`src/rtl/lisp_heap_sweeper.sv`:
```
// Sweep phase of the mark-and-sweep collector.
// Walks every heap cell once: marked cells get their mark cleared; unmarked
// cells are rewritten as free cells and pushed onto a rebuilt LIFO free list.
// obj_t layout: [72] gc, [71:36] car {type[3:0], data[31:0]}, [35:0] cdr.
module lisp_heap_sweeper #(
  parameter logic [31:0] HEAP_BASE  = 32'h0000_0000,
  parameter int unsigned HEAP_CELLS = 1024,
  parameter logic [31:0] NIL_ADDR   = 32'hFFFF_FFFF
) (
  input  logic        clk,
  input  logic        rst,
  input  logic        start,
  output logic        busy,
  output logic        done,
  input  logic        mem_ready,
  output logic        mem_rd_en,
  output logic        mem_wr_en,
  output logic [31:0] mem_addr,
  input  logic [72:0] mem_rdata,
  output logic [72:0] mem_wdata,
  output logic [31:0] free_head,
  output logic [31:0] free_count
);

  localparam logic [3:0]  TYPE_PRIMITIVE = 4'h1;
  localparam logic [3:0]  TYPE_CONS      = 4'h2;
  localparam logic [31:0] FREE_FILL      = 32'hAFAF_AFAF;
  localparam logic [31:0] LAST_ADDR      = HEAP_BASE + 32'(HEAP_CELLS) - 32'd1;

  typedef enum logic [2:0] {
    S_IDLE,
    S_RD,
    S_CAP,
    S_WR,
    S_DONE
  } state_t;

  state_t      r_state;
  state_t      w_next;
  logic [31:0] r_cur;
  logic [72:0] r_obj;
  logic [31:0] r_free_head;
  logic [31:0] r_free_count;
  logic [72:0] w_wdata;
  logic        w_marked;

  assign w_marked   = r_obj[72];
  assign free_head  = r_free_head;
  assign free_count = r_free_count;

  // Rewritten cell: marked keeps car/cdr and drops the mark; unmarked becomes a free cell
  always_comb begin
    w_wdata = '0;
    if (w_marked) begin
      w_wdata = {1'b0, r_obj[71:0]};
    end else begin
      w_wdata = {1'b0, TYPE_PRIMITIVE, FREE_FILL, TYPE_CONS, r_free_head};
    end
  end

  // Next-state and output decode; requests are pure state decodes so they hold until accepted
  always_comb begin
    w_next    = r_state;
    busy      = 1'b0;
    done      = 1'b0;
    mem_rd_en = 1'b0;
    mem_wr_en = 1'b0;
    mem_addr  = '0;
    mem_wdata = '0;
    case (r_state)
      S_IDLE: begin
        if (start) w_next = S_RD;
      end
      S_RD: begin
        busy      = 1'b1;
        mem_rd_en = 1'b1;
        mem_addr  = r_cur;
        if (mem_ready) w_next = S_CAP;
      end
      S_CAP: begin
        busy   = 1'b1;
        w_next = S_WR;
      end
      S_WR: begin
        busy      = 1'b1;
        mem_wr_en = 1'b1;
        mem_addr  = r_cur;
        mem_wdata = w_wdata;
        if (mem_ready) w_next = (r_cur == LAST_ADDR) ? S_DONE : S_RD;
      end
      S_DONE: begin
        done   = 1'b1;
        w_next = S_IDLE;
      end
      default: w_next = S_IDLE;
    endcase
  end

  // State, cursor, captured cell and free-list bookkeeping
  always_ff @(posedge clk) begin
    if (rst) begin
      r_state      <= S_IDLE;
      r_cur        <= HEAP_BASE;
      r_obj        <= '0;
      r_free_head  <= NIL_ADDR;
      r_free_count <= '0;
    end else begin
      r_state <= w_next;
      case (r_state)
        S_IDLE: begin
          if (start) begin
            r_cur        <= HEAP_BASE;
            r_free_head  <= NIL_ADDR;
            r_free_count <= '0;
          end
        end
        S_CAP: r_obj <= mem_rdata;
        S_WR: begin
          if (mem_ready) begin
            if (!w_marked) begin
              r_free_head  <= r_cur;
              r_free_count <= r_free_count + 32'd1;
            end
            if (r_cur != LAST_ADDR) r_cur <= r_cur + 32'd1;
          end
        end
        default: ;
      endcase
    end
  end

endmodule

```
`config.mk`:
```
export PLATFORM = sky130hd
export DESIGN_NAME = lisp_heap_sweeper
export DESIGN_NICKNAME = d
export VERILOG_FILES = /design/src/rtl/lisp_heap_sweeper.sv
export SDC_FILE = /design/constraint.sdc
export NUM_CORES = 1
export LEC_CHECK = 0
export ABC_AREA = 1
export CAP_MARGIN = 20
export CORE_ASPECT_RATIO = 0.75
export CORE_MARGIN = 3
export CORE_UTILIZATION = 52
export CTS_CLUSTER_SIZE = 30
export DETAILED_ROUTE_END_ITERATION = 10
export HOLD_SLACK_MARGIN = 0.15
export PLACE_DENSITY = 0.85
export REMOVE_ABC_BUFFERS = 1
export SLEW_MARGIN = 20
export SYNTH_ARGS = -nofsm -noshare
export SYNTH_HDL_FRONTEND = slang
export SYNTH_SLANG_ARGS = --single-unit
export TNS_END_PERCENT = 5
```
`constraint.sdc`:
```
create_clock -name clk -period 5.18 [get_ports clk]
set_input_delay 1.036 -clock clk [delete_from_list [all_inputs] [get_ports clk]]
set_output_delay 1.036 -clock clk [all_outputs]
set_load 0.005 [all_outputs]
```
==> results by group, run 1 <==
Outcome
  • Status: completed

Global routing
  • Vias in the first global route: 8862
  • Gr usage total: a little under a third
  • First-pass GRT wire length: 45600 microns
  • Largest net degree at the start of global routing: 87
  • Total congestion overflow: 0
  • Initial antenna violation count: 0

Timing
  • Final Hold Fails: 0
  • RSZ-0062 raised after global routing: no
  • Clock skew: between 8 and 9 ps
  • Final setup vio count: 0
  • Max-slew violation count: 0
  • Slew @ Worst Pin: between 1000 and 1500 ps
  • Post-route minimum period: 4320 ps
  • Final Cycle Share: 83.4%
  • Fmax: about 230 MHz
  • Relative slew slack: 31.9%
  • Setup TNS: 0 ps

Clock network
  • CTS Hold Bufs: 0
  • CTS Root Cell: clkbuf_16
  • Postcts setup bufs: 0
  • Worst-path clk slew: 60 ps
  • # resized after CTS: 0
  • CTS tree: yes
  • H-tree Lvls: 4
  • Clk sinks: 172
  • Worst-Skew Late Latency: 430 ps
  • CTS buffer count: 17
  • Clock buffer depth: 2

Power
  • Reg power frac: 39.2%
  • Leakage: 4.54 nW
  • Combinational power share: 31.2%
  • Sw frac: a little over a third
  • Power share of the clock group: a little under 30%
  • Peak VDD IR: 0.000187 V
  • Pint: 2.86 mW
  • Power density over the cells: roughly 370 mW/mm^2
  • Sw Pwr: 1.52 mW

Floorplanning
  • Initial Util: 54.2%
  • Core area: 0.0163 sq mm
  • Full die area: 0.0186 sq mm
  • Die X: 157 microns
  • Die height: 119 microns
  • Ports: 250
  • Site Rows: 40

Worst setup path
  • CP Capture Type: output pin
  • CP Launch Type: register
  • Kind of critical path: register to output pin
  • Reg2reg setup slack: approximately 1300 ps
  • WP data required: 4140 ps
  • CP Max Fanout: 23
  • CP arrival: 3280 ps

Yosys
  • Yosys reg bits: 172
  • Top cell type's share of synthesized area: 38.9%
  • Largest area contributor in the netlist: dfxtp_1
  • Register area share after synthesis: 38.9%
  • Synth unique cells: 39
  • Synth top area cells: dfxtp_1, nand2_1, inv_1, nor2_1, a21oi_1
  • Yosys Warn Count: 0
  • Cell area after synthesis: 0.00884 sq mm
  • Post-Syn Instances: roughly 1300
  • Mean Syn Cell Area: 6.56 sq um

Finish
  • Antenna Cells: 0
  • Most frequent cells in the layout: nand2_1, clkdlybuf4s50_1, inv_1, nor2_1, dfxtp_1
  • Cell area after layout: 0.0119 sq mm
  • Layout cells sized above 1: roughly 5.3%
  • Nets: 1630
  • Commonest non-fill, non-tap cell in the layout: nand2_1
  • Fill cell count: 1327
  • Area Overhead vs Synth: 35.1%

Placed design
  • Placed cell areas: between 0.01 and 0.015 sq mm
  • HPWL after DPL: approximately 21000 microns
  • Port Buffers: 248
  • RePlAce Congestion: 0.964

Route
  • Vias: 9627
  • DR WL/cell: 16.2 microns
  • Post-route ant nets: 0
  • DR pass1 iterations: 6
  • Total Routed Length: 28700 microns
  • Drt initial violations: around 1100
  • Via/cell ratio: 5.43
  • Final routed DRC violation total: 0

Hold path
  • Hold WC Path Type: register to register

Flow run
  • MaxCap Viol Count: 0
==> flip-flops by register name, summed over array words and instances, names as in the netlist <==
signal      flops
r_state         3
r_obj          73
free_head      32
r_cur          32
free_count     32
==> layout make-up <==
class                   count  area, sq um  share of cell area (%)
clock inverters            12          136                    1.14
multi-input cells         896         4310                    36.1
clock buffers              20          457                    3.82
flip-flops and latches    172         3440                    28.8
well taps                 210          263                    2.20
repair buffers            259         2560                    21.5
inverters                 205          769                    6.44
==> routing by layer <==
metal | vias to the layer above | track usage [%] | wire (microns)
met1 | 4420 | 41.6 | 12700
met2 | 451 | 46.9 | 12700
met5 | - | 0 | 0
li1 | 4709 | - | -
met3 | 47 | 7.37 | 2730
met4 | 0 | 8.31 | 501
==> cell families after synthesis <==
logic type / Yosys count / synth area share [%]
compound gates: 294 / 19.0
xor+xnor: 9 / 0.892
fa+ha+maj: 2 / 0.283
buf+inv: 279 / 12.5
flops: 172 / 38.9
other cells: 1 / 0.0424
simple gates: 590 / 28.3
==> critical path, cell delays in order, from the launching register on <==
cell	delay, ps
dfxtp_1	430
nand3_2	520
nor2_4	760
inv_1	390
nor2_1	200
clkdlybuf4s50_1	520
==> worst paths after layout <==
| path | cells after the start | startpoint | endpoint |
|---|---|---|---|
| worst max-delay path | 5 | r_state[1] | mem_wdata[34] |
| worst min register to register | 2 | r_obj[5] | r_obj[5] |
| worst max register to register | 10 | r_state[1] | free_count[4] |
| worst min-delay path | 2 | r_obj[5] | r_obj[5] |
==> synthesized netlist by cell type <==
cell	instances
nand3_2	1
clkbuf_1	46
conb_1	1
nand3_4	1
ha_1	2
nor3b_1	4
a21oi_4	1
a21oi_1	129
buf_12	1
buf_2	17
nor2_2	3
inv_1	199
nor2_4	4
a21oi_2	8
nor3_1	16
xnor2_1	1
o21ai_1	7
and2_1	2
buf_6	2
buf_4	2
nor3_2	1
xor2_1	8
nand4_1	20
o21ai_0	82
and3_1	2
dfxtp_1	172
a211oi_1	1
o21ai_2	1
nor4_1	1
o21bai_1	2
o211ai_1	31
nand2_1	266
nor2_1	188
buf_1	6
nand2_4	2
inv_2	6
nand3_1	69
a22oi_1	32
nand2_2	10
==> per-stage QoR <==
stage | setup slack, ps | utilization, % | power [mW] | instances | hold WS, ps
after global routing | 720 | 73.2 | 4.62 | 1774 | 470
after detailed placement | 1380 | 69.6 | 3.10 | 1742 | 440
after CTS | 913 | 73.2 | 4.39 | 1774 | 450
after global placement | 1530 | 69.6 | 3.06 | 1742 | 431
after floorplan | 1150 | - | 2.41 | 1273 | 426
final | 861 | 73.2 | 4.38 | 1774 | 448
==> power by group through the flow <==
| stage | logic [mW] | registers (mW) | clock network (mW) |
|---|---|---|---|
| after floorplan | 0.697 | 1.71 | 0 |
| after global placement | 1.32 | 1.73 | 0 |
| after detailed placement | 1.36 | 1.74 | 0 |
| after CTS | 1.37 | 1.72 | 1.31 |
| after global routing | 1.52 | 1.74 | 1.36 |
| final | 1.37 | 1.72 | 1.30 |
Note: power is estimated with default switching activity, not from simulation.
==> run 2, diff against run 1 <==
- CORE_UTILIZATION: 52 -> 44
- PLACE_DENSITY: 0.85 -> 0.76
- clock period: 5.18 -> 3.9 ns (I/O delays scaled with it)
==> run 2 against run 1 <==
Effect of this change:
- critical path depth up 1
- final cell count is 2.8% higher
- global-route usage down 4.0 points
- via count down 0.36%
- worst setup slack lost 500 ps
- register-to-register slack lost 290 ps
- core utilization shrank 11 points
- critical endpoint is now mem_wdata[40]
- largest cell class unchanged
- highest routed layer unchanged
==> results by group, run 2 (synthesized netlist as in run 1, its figures left out) <==
Outcome
  • Status: completed (unchanged)

Placed design
  • Port Buffers: 248 (unchanged)
  • HPWL after DPL: 21100 microns (was 20600 microns)
  • RePlAce Congestion: 0.932 (was 0.964)

Timing
  • Fmax: between 200 and 300 MHz
  • Clock skew: 11.8 ps (was 8.50 ps)
  • Max-slew violation count: 0 (unchanged)
  • Final setup vio count: 0 (unchanged)
  • RSZ-0062 raised after global routing: no (unchanged)
  • Final Hold Fails: 0 (unchanged)
  • Slew @ Worst Pin: 846 ps (was 1020 ps)
  • Setup TNS: 0 ps (unchanged)
  • Relative slew slack: 43.4% (was 31.9%)
  • Post-route minimum period: 3540 ps
  • Final Cycle Share: 90.7%

Finish
  • Top reg by flops: r_obj (unchanged)
  • Fill cell count: 1813 (was 1327)
  • Multi-input gate area: 0.00432 sq mm (was 0.00431 sq mm)
  • Most frequent cells in the layout: nand2_1, clkdlybuf4s50_1, inv_1, nor2_1, dfxtp_1 (unchanged)
  • Commonest non-fill, non-tap cell in the layout: nand2_1 (unchanged)
  • Nets: 1637 (was 1630)
  • Antenna Cells: 0 (unchanged)
  • Area Overhead vs Synth: 36.6% (was 35.1%)
  • Layout cells sized above 1: 5.79% (was 5.31%)
  • Max FFs per register: 73 (unchanged)
  • Register area: 0.00344 sq mm (unchanged)

Floorplanning
  • Die X: 170 microns (was 157 microns)
  • Die height: 129 microns (was 119 microns)
  • Ports: 250 (unchanged)
  • Site Rows: 44 (was 40)
  • Initial Util: 45.2% (was 54.2%)
  • Core area: 0.0195 sq mm (was 0.0163 sq mm)
  • Full die area: 0.0219 sq mm (was 0.0186 sq mm)

Power
  • Reg power frac: 39.3% (was 39.2%)
  • Sw frac: 35.2% (was 34.7%)
  • Pint: 3.77 mW (was 2.86 mW)
  • Leakage: 4.59 nW (was 4.54 nW)
  • Power share of the clock group: 28.9% (was 29.6%)
  • Peak VDD IR: 0.000326 V (was 0.000187 V)
  • Sw Pwr: 2.05 mW (was 1.52 mW)
  • Combinational power share: 31.8% (was 31.2%)
  • Power density over the cells: 482 mW/mm^2 (was 367 mW/mm^2)
  • Pwr Total: 5.82 mW (was 4.38 mW)

Worst setup path
  • Critical Path Max Stage Delay: 520 ps (was 760 ps)
  • CP Capture Type: output pin (unchanged)
  • Critical-path cell list: nand3_4 -> nor2_4 -> buf_4 -> inv_1 -> nor2_1 -> clkdlybuf4s50_1 (was nand3_2 -> nor2_4 -> inv_1 -> nor2_1 -> clkdlybuf4s50_1)
  • CP Max Fanout: 19 (was 23)
  • CP Launch Type: register (unchanged)
  • Critical-path top delay cell: clkdlybuf4s50_1 (was nor2_4)
  • Kind of critical path: register to output pin (unchanged)
  • CP arrival: 2760 ps (was 3280 ps)
  • CP delay by family, top: buffers and inverters (was simple AND/OR/NAND/NOR gates)
  • Buffers & Inverters on Critical Path: 3 (was 2)
  • WP data required: 3120 ps (was 4140 ps)

Global routing
  • Met1 Use GR: 37.5% (was 41.6%)
  • Gr usage total: 26.1% (was 30.1%)
  • Total congestion overflow: 0 (unchanged)
  • Initial antenna violation count: 0 (unchanged)
  • GRT met2 Usage: 40.3% (was 46.9%)
  • Largest net degree at the start of global routing: 78 (was 87)
  • Vias in the first global route: 8621 (was 8862)
  • First-pass GRT wire length: 46100 microns (was 45600 microns)
  • Global routing's busiest layer: met2 (unchanged)
  • Met3 Track Usage GR: 5.44% (was 7.37%)

Hold path
  • Hold WC Path Type: register to register (unchanged)

Route
  • Vias: 9592 (was 9627)
  • DR WL/cell: 16.1 microns (was 16.2 microns)
  • DR pass1 iterations: 6 (unchanged)
  • Via/cell ratio: 5.26 (was 5.43)
  • Total Routed Length: 29300 microns (was 28700 microns)
  • Drt initial violations: 934 (was 1093)
  • Post-route ant nets: 0 (unchanged)
  • Final routed DRC violation total: 0 (unchanged)

Clock network
  • Postcts setup bufs: 0 (unchanged)
  • Clock buffer depth: 2 (unchanged)
  • # resized after CTS: 0 (unchanged)
  • Clk sinks: 172 (unchanged)
  • CTS Root Cell: clkbuf_16 (unchanged)
  • H-tree Lvls: 4 (unchanged)
  • CTS tree: yes (unchanged)
  • Worst-Skew Late Latency: 430 ps (about the same)
  • Worst-path clk slew: 60 ps (about the same)
  • CTS buffer count: 17 (unchanged)
  • CTS Hold Bufs: 0 (unchanged)

Flow run
  • MaxCap Viol Count: 0 (unchanged)
run 2: cell count changes in the layout (fill, tap and decap cells not counted):
cell	change
bufinv_16	-1
nand3_2	-1
clkinv_4	+4
clkbuf_1	-1
nand3_4	+1
clkinvlp_4	-3
buf_12	+2
clkinv_8	+1
buf_4	+5
run 2: power groups by stage:
stage | clock network (mW) | logic (mW) | registers [mW]
finish | 1.68 | 1.85 | 2.29
global route | 1.79 | 2.05 | 2.32
CTS | 1.71 | 1.86 | 2.28
detailed placement | 0 | 1.85 | 2.32
global placement | 0 | 1.81 | 2.31
floorplan | 0 | 0.926 | 2.28
run 2: tightest hold or removal path: stages, from the launching register on:
cell and delay [ps]:
dfxtp_1 310, inv_1 50, a21oi_1 50
run 2: path summary, 6_finish.rpt:
kind | startpoint | endpoint | slack (ps) | cells past startpoint
worst min register to register | r_obj[5] | r_obj[5] | 450 | 2
worst max-delay path | r_state[1] | mem_wdata[40] | 360 | 6
worst min-delay path | r_obj[5] | r_obj[5] | 450 | 2
worst max register to register | r_state[1] | r_cur[31] | 990 | 9
run 2: metrics by stage:
stage	cells	utilization, %	hold WS [ps]	setup slack [ps]	area (sq um)
finish	1824	61.8	447	362	12100
floorplan	1273	-	426	129	8500
global route	1824	61.8	458	178	12100
CTS	1824	61.8	446	138	12100
global placement	1792	58.8	433	714	11500
detailed placement	1792	58.8	434	621	11500
run 2: routing by layer:
layer | up-vias | share of wire (%)
met4 | 0 | 1.3
met5 | - | 0
li1 | 4734 | -
met3 | 28 | 8.5
met1 | 4413 | 47
met2 | 417 | 43
run 2: layout make-up:
cell class | count | area share (%)
clock inverter | 13 | 1.12
timing repair buffer | 266 | 21.9
clock buffer | 19 | 3.75
multi-input combinational | 896 | 35.8
tap | 253 | 2.62
sequential | 172 | 28.5
inverter | 205 | 6.37
==> run 3, diff against run 2 <==
- CELL_PAD_IN_SITES_DETAIL_PLACEMENT: not set -> 0
- CELL_PAD_IN_SITES_GLOBAL_PLACEMENT: not set -> 2
- CORE_UTILIZATION: 44 -> 23
==> run 3 against run 2 <==
Effect of this change:
- flip-flop and latch count stayed put
- sequential share of layout area is 0.77 points lower
- design area is 2.8% higher
- count of clock-buffer cells in the layout is 1 higher
- die area is 87% higher
- clock skew is 4.5 ps lower
- global-route usage is 9.2 points lower
- sequential power hardly changed
- core utilization is 29 points lower
- wire length is 18% higher
- fmax is 2.1% higher
- non-clock buffer count is 2 higher
- critical endpoint is now mem_wdata[0]
- largest cell class unchanged
==> results by group, run 3 (synthesized netlist as in run 1, its figures left out) <==
Outcome
  • Status: completed (unchanged)

Timing
  • Clock skew: 7.25 ps (was 11.8 ps)
  • RSZ-0062 raised after global routing: no (unchanged)
  • Final setup vio count: 0 (unchanged)
  • Setup TNS: 0 ps (unchanged)
  • Fmax: 289 MHz (was 283 MHz)
  • Final Hold Fails: 0 (unchanged)
  • Post-route minimum period: 3460 ps (was 3540 ps)
  • Slew @ Worst Pin: 949 ps (was 846 ps)
  • Final Cycle Share: 88.8% (was 90.7%)
  • Max-slew violation count: 0 (unchanged)
  • Relative slew slack: 36.8% (was 43.4%)
  • Setup ws final: 436 ps (was 362 ps)

Worst setup path
  • CP Launch Point: r_state[1] (unchanged)
  • CP Max Fanout: 17 (was 19)
  • Critical-path cell list: nand3_2 -> nor2_4 -> buf_4 -> a22oi_1 -> inv_1 -> clkdlybuf4s50_1 (was nand3_4 -> nor2_4 -> buf_4 -> inv_1 -> nor2_1 -> clkdlybuf4s50_1)
  • Reg-to-Reg Start: r_state[2] (was r_state[1])
  • WP data required: 3120 ps (about the same)
  • Buffers & Inverters on Critical Path: 3 (unchanged)
  • CP Launch Type: register (unchanged)
  • Critical-path top delay cell: clkdlybuf4s50_1 (unchanged)
  • CP Capture Type: output pin (unchanged)
  • CP delay by family, top: buffers and inverters (unchanged)
  • Critical Path Max Stage Delay: 500 ps (was 520 ps)
  • CP arrival: 2680 ps (was 2760 ps)
  • Kind of critical path: register to output pin (unchanged)

Route
  • Vias: 9238 (was 9592)
  • Total Routed Length: 34500 microns (was 29300 microns)
  • DR WL/cell: 16.6 microns (was 16.1 microns)
  • Final routed DRC violation total: 0 (unchanged)
  • DR pass1 iterations: 5 (was 6)
  • Via/cell ratio: 4.45 (was 5.26)
  • Post-route ant nets: 0 (unchanged)
  • Drt initial violations: 573 (was 934)

Placed design
  • RePlAce Congestion: 0.832 (was 0.932)
  • Pre-CTS WS: 856 ps (was 621 ps)
  • Port Buffers: 248 (unchanged)
  • HPWL after DPL: 25300 microns (was 21100 microns)

Finish
  • Layout cells sized above 1: 5.91% (was 5.79%)
  • Most frequent cells in the layout: nand2_1, clkdlybuf4s50_1, inv_1, nor2_1, dfxtp_1 (unchanged)
  • Top reg by flops: r_obj (unchanged)
  • Commonest non-fill, non-tap cell in the layout: nand2_1 (unchanged)
  • Fill cell count: 4113 (was 1813)
  • Antenna Cells: 0 (unchanged)
  • Max FFs per register: 73 (unchanged)
  • Area Overhead vs Synth: 40.4% (was 36.6%)
  • Nets: 1639 (was 1637)

Floorplanning
  • Ports: 250 (unchanged)
  • Initial Util: 23.6% (was 45.2%)
  • Site Rows: 61 (was 44)
  • Full die area: 0.0409 sq mm (was 0.0219 sq mm)
  • Die X: 232 microns (was 170 microns)
  • Core area: 0.0375 sq mm (was 0.0195 sq mm)
  • Die height: 176 microns (was 129 microns)

Power
  • Power density over the cells: 479 mW/mm^2 (was 482 mW/mm^2)
  • Leakage: 4.60 nW (was 4.59 nW)
  • Peak VDD IR: 0.000294 V (was 0.000326 V)

Hold path
  • Hold path start: r_obj[7] (was r_obj[5])
  • Hold WC Path Type: register to register (unchanged)

Global routing
  • Gr usage total: 17.0% (was 26.1%)
  • Largest net degree at the start of global routing: 94 (was 78)
  • First-pass GRT wire length: 54000 microns (was 46100 microns)
  • Initial antenna violation count: 0 (unchanged)
  • Total congestion overflow: 0 (unchanged)
  • Vias in the first global route: 8893 (was 8621)

Clock network
  • Clk sinks: 172 (unchanged)
  • # resized after CTS: 0 (unchanged)
  • Postcts setup bufs: 0 (unchanged)
  • H-tree Lvls: 4 (unchanged)
  • CTS tree: yes (unchanged)
  • CTS Root Cell: clkbuf_16 (unchanged)
  • Worst-Skew Late Latency: 460 ps (was 430 ps)
  • CTS buffer count: 17 (unchanged)
  • Clock buffer depth: 2 (unchanged)
  • Worst-path clk slew: 70 ps (was 60 ps)
  • CTS Hold Bufs: 0 (unchanged)

Flow run
  • MaxCap Viol Count: 0 (unchanged)
## run 3: changes by cell type in the layout (fill, tap and decap cells not counted), sizes merged
cell,delta
clkinvlp,+2
clkinv,-5
inv,+2
clkbuf,+1
buf,+2
## run 3: per-stage QoR
stage / power [mW] / util (%) / instance area (sq um) / hold slack, ps / cells
after floorplan: 3.20 / - / 8500 / 426 / 1273
after global placement: 4.22 / 31.6 / 11800 / 431 / 2045
after detailed placement: 4.24 / 31.6 / 11800 / 437 / 2045
after CTS: 6.05 / 33.1 / 12400 / 450 / 2077
after global routing: 6.36 / 33.1 / 12400 / 467 / 2077
final: 5.94 / 33.1 / 12400 / 446 / 2077
## run 3: tightest hold or removal path, stage by stage (launching register included)
cell and delay [ps]:
dfxtp_1 310, inv_1 50, a21oi_1 50
## run 3: path summary, 6_finish.rpt
path	to	slack, ps	cells past startpoint
max	mem_wdata[0]	440	6
min reg2reg	r_obj[7]	450	2
min	r_obj[7]	450	2
max reg2reg	free_count[5]	1220	11
## run 3: final cells by class
class | instances | area (sq um) | area share [%]
Clock buffer | 20 | 457 | 3.68
Clock inverter | 12 | 130 | 1.05
Inverter | 205 | 769 | 6.20
Multi-Input combinational cell | 896 | 4310 | 34.8
Sequential cell | 172 | 3440 | 27.7
Timing Repair Buffer | 268 | 2670 | 21.5
Tap cell | 504 | 631 | 5.08
## run 3: metal layers
metal	global-route usage, %	wire length, microns	vias to the layer above	share of wire [%]
met4	3.61	274	0	0.79
met2	24.8	14400	199	42
met5	0	0	-	0
met1	25.3	17800	4285	52
li1	-	-	4738	-
met3	3.79	2030	16	5.9
## run 3: where the power goes
part	total [mW]	internal, mW	switching [mW]	leakage, nW
Combinational	1.90	0.771	1.13	2.91
Sequential	2.28	2.07	0.203	1.40
Clock	1.77	0.933	0.836	0.283
Total	5.94	3.78	2.17	4.60
